--- src/rtl/bcd_down_timer.sv ---
// Cascaded BCD down-counter with start/stop control.
// Digits chain by borrow; DONE pulses as the count reaches zero.
module bcd_down_timer #(
  parameter int DIGITS = 2
) (
  input  logic                  CLK,
  input  logic                  CLR,
  input  logic                  LOAD,
  input  logic [4*DIGITS-1:0]   D,
  input  logic                  START,
  input  logic                  STOP,
  input  logic                  CE,
  output logic [4*DIGITS-1:0]   Q,
  output logic                  RUN,
  output logic                  DONE,
  output logic                  ZERO
);

  typedef enum logic {
    IDLE,
    RUNNING
  } state_t;

  state_t              state_q, state_d;
  logic [4*DIGITS-1:0] q_q, q_d;
  logic                done_q, done_d;
  logic [4*DIGITS-1:0] dec;
  logic [4*DIGITS-1:0] sat;

  // Per-digit saturation of the load value to 9.
  always_comb begin
    sat = '0;
    for (int i = 0; i < DIGITS; i++) begin
      if (D[4*i +: 4] > 4'd9)
        sat[4*i +: 4] = 4'd9;
      else
        sat[4*i +: 4] = D[4*i +: 4];
    end
  end

  // Ripple-borrow BCD decrement; digit 0 always borrows.
  always_comb begin
    logic b;
    logic [3:0] dig;
    dec = q_q;
    b   = 1'b1;
    for (int i = 0; i < DIGITS; i++) begin
      dig = q_q[4*i +: 4];
      if (b) begin
        if (dig == 4'd0) begin
          dec[4*i +: 4] = 4'd9;
          b = 1'b1;
        end else begin
          dec[4*i +: 4] = dig - 4'd1;
          b = 1'b0;
        end
      end
    end
  end

  // Next state: LOAD > STOP > START > CE decrement.
  always_comb begin
    state_d = state_q;
    q_d     = q_q;
    done_d  = 1'b0;
    if (LOAD) begin
      q_d     = sat;
      state_d = IDLE;
    end else if (STOP) begin
      state_d = IDLE;
    end else if (START && state_q == IDLE) begin
      if (q_q != '0)
        state_d = RUNNING;
      else
        done_d = 1'b1;
    end else if (state_q == RUNNING && CE) begin
      q_d = dec;
      if (dec == '0) begin
        state_d = IDLE;
        done_d  = 1'b1;
      end
    end
  end

  // State, count and pulse registers.
  always_ff @(posedge CLK or posedge CLR) begin
    if (CLR) begin
      state_q <= IDLE;
      q_q     <= '0;
      done_q  <= 1'b0;
    end else begin
      state_q <= state_d;
      q_q     <= q_d;
      done_q  <= done_d;
    end
  end

  assign Q    = q_q;
  assign RUN  = (state_q == RUNNING);
  assign DONE = done_q;
  assign ZERO = (q_q == '0);

endmodule

--- config.mk ---
export PLATFORM = sky130hd
export DESIGN_NAME = bcd_down_timer
export DESIGN_NICKNAME = d
export VERILOG_FILES = /design/src/rtl/bcd_down_timer.sv
export SDC_FILE = /design/constraint.sdc
export NUM_CORES = 1
export LEC_CHECK = 0
export CORE_MARGIN = 1
export CORE_UTILIZATION = 30
export DETAILED_ROUTE_END_ITERATION = 10
export GPL_TIMING_DRIVEN = 0
export PLACE_DENSITY_LB_ADDON = 0.15
export SETUP_SLACK_MARGIN = 0.05
export SYNTH_ARGS = -nofsm -noshare
export SYNTH_HDL_FRONTEND = slang
export SYNTH_SLANG_ARGS = --single-unit
export TNS_END_PERCENT = 20
--- constraint.sdc ---
create_clock -name CLK -period 1.9 [get_ports CLK]
set_input_delay 0.19 -clock CLK [delete_from_list [all_inputs] [get_ports CLK]]
set_output_delay 0.19 -clock CLK [all_outputs]
set_load 0.02 [all_outputs]
==> run metrics <==
net count of the finished layout roughly 120; critical path buffer and inverter count 1; unrepaired setup endpoints after global routing yes; First-pass DRT Iterations 4; clock tree from TritonCTS done; worst setup slack after placement -0.428 ns; WP data arrival between 1.5 and 2 ns; most frequent cell after synthesis dfrtp_1; capture point of the worst reg-to-reg path RUN; count of nets left with antenna violations after detail routing 0; part of the Yosys area used for sequential elements 0.397; nature of the critical path startpoint flip-flop; data required time of the critical path about 1.7 ns; io pins 25; skew final between 0.008 and 0.009 ns; Mapped Nets 83; Tcrit/Tclk final 1.02; number of global-route vias before repair between 600 and 700; Core Util, Final 0.521; delay of the slowest critical-path stage approximately 0.54 ns; Slew Viols, Final 0; gp weighted congestion 0.716; Tot GR Track Use 0.172; width of the die between 40 and 50 um; hold violation total from the final report 0; Cell Area, Placed 912 um^2; cells taking the most area after synthesis dfrtp_1, or4_1, o21ai_0; maximum number of pins on one net before global-route repair 11; Site Rows 16; initial antenna violation count 0; Crit path max-delay family simple AND/OR/NAND/NOR gates; clock period minus final worst setup slack a little under 2 ns; Max VDD drop around 0.34 mV; most frequently used flop master after synthesis dfrtp_1; Warnings, synthesis 0; Post-Synthesis Cells roughly 70; violated checks setup timing; static power due to leakage around 0.38 nW; cells along the critical path or4_4, or2_4, nor3_4, buf_6; # Max-Cap Violations 0; height of the chip 47.8 um; Core Footprint a little under 2000 um^2; total die area around 2300 um^2; portion of synthesized cell area occupied by the leading cell type 0.397; synthesized flop and latch total 10; Slew headroom 0.679; first-pass GRT wire length ~2700 um; clock tree root driver cell clkbuf_4; half-perimeter wire length of the detailed placement result around 1200 um; final number of setup-violating endpoints 2; Filler Cells Inserted 216; Worst Hold Class in -> async; Detailed Route WL 1700 um; commonest cells in the synthesized netlist dfrtp_1, nor2_1, o21ai_0; number of clock sinks seen by CTS 10; fraction of registers with async set/reset 1.00; result of the run complete, but fails checks; Overflow after GRT 0; reg2reg path depth 4; vias after detailed routing between 600 and 700; number of inserted diodes 0; Tightest Pin Transition ~0.48 ns; Pwr per Cell Area around 630 nW/um^2; ratio of routed vias to standard cells about 5.3; buffer depth of the longest clock path 2; leading area contributor after synthesis dfrtp_1; worst setup slack for register-to-register paths -0.01 ns; Post-route DRC 0; clock input transition at the sequential cells of the worst setup and hold paths 0.07 ns; highest achievable clock rate 518 MHz; summed instance area of the synthesized netlist between 600 and 700 um^2; drt first-iter violations 8; cell with the largest stage delay on the worst path or4_4; number of buffers created by CTS 3; clock insertion delay at the later pin of the skew report about 0.27 ns; average wire per standard cell 13.1 um; initial core utilization 0.321; number of buffers inserted by port buffering 24; EDFF count, synth 0; Final Worst Setup Slack -0.0312 ns; Setup CP Type reg -> out; capturing element type of the critical path output port; number of distinct library cells after synthesis 34; final instance area ~1000 um^2; number of H-tree levels 1; maximum fanout along the worst path 2; overall power of the completed layout 0.643 mW; layout overhead on the synthesized area 62.1%; Reg-to-Reg Start Q[2]; layout cells sized above 1 0.204; synthesized area per cell 9.14 um^2; quantity of hold-fixing buffers added after cts 0; final sum of negative setup slack -0.0395 ns
worst max-delay path by stage:
stage	startpoint	to	slack (ns)	depth (start not counted)
global placement	Q[2]	ZERO	-0.40	5
floorplan	Q[2]	RUN	0.03	4
CTS	Q[1]	ZERO	-0.16	5
global route	Q[2]	ZERO	-0.08	4
detailed placement	Q[2]	ZERO	-0.43	5
finish	Q[2]	ZERO	-0.03	4
cell families (layout without fill, tap and decap cells):
| logic type | count (synthesis) | in the layout | share of synthesized area |
|---|---|---|---|
| buf+inv | 6 | 40 | 0.0377 |
| simple gates | 30 | 30 | 0.294 |
| compound gates | 23 | 23 | 0.272 |
| flops | 10 | 10 | 0.397 |
layer usage:
metal	global-route usage	vias to the layer above	share of wire
li1	-	340	-
met1	0.217	330	0.46
met2	0.278	17	0.49
met3	0.0453	2	0.043
met4	0.0667	0	0.0047
met5	0	-	0
flip-flops by register name (all words and copies together) (netlist names):
name,flops
RUN,1
DONE,1
Q,8
power by group:
group	leakage [nW]	internal (mW)	total, mW	switching, mW
logic	0.238	0.103	0.191	0.0882
clock network	0.0210	0.116	0.189	0.0723
registers	0.116	0.233	0.263	0.0299
total	0.375	0.452	0.643	0.190
final cells by class:
type                    count  area (um^2)  share of cell area
multi-input cells          53          387               0.378
repair buffers             31          294               0.288
flip-flops and latches     10          253               0.247
clock buffers               4         36.3              0.0355
well taps                  27         33.8              0.0330
inverters                   3         11.3              0.0110
plain buffers               2         7.51             0.00734
metrics by stage:
stage | std cells | hold WS, ns
floorplan | 69 | 0.0300
detailed placement | 120 | 0.493
global route | 130 | 0.222
finish | 130 | 0.198
global placement | 120 | 0.511
CTS | 130 | 0.207
what timing repair did:
| action | CTS | global route |
|---|---|---|
| pin swaps | 3 | 2 |
| buffers inserted | 6 | 1 |
| gates resized for setup | 10 | 2 |
| cloned | 0 | 0 |
| endpoints found under the hold margin | 0 | 0 |
| setup endpoints to repair | 3 | 4 |
cell usage in the layout (no fill, tap or decap), types with 4 or more instances in the layout:
cell / n
buf_4: 7
nand2_1: 4
nor2_1: 6
dfrtp_1: 8
clkdlybuf4s50_1: 23
o21ai_0: 5
(Power assumes the default switching activity.)
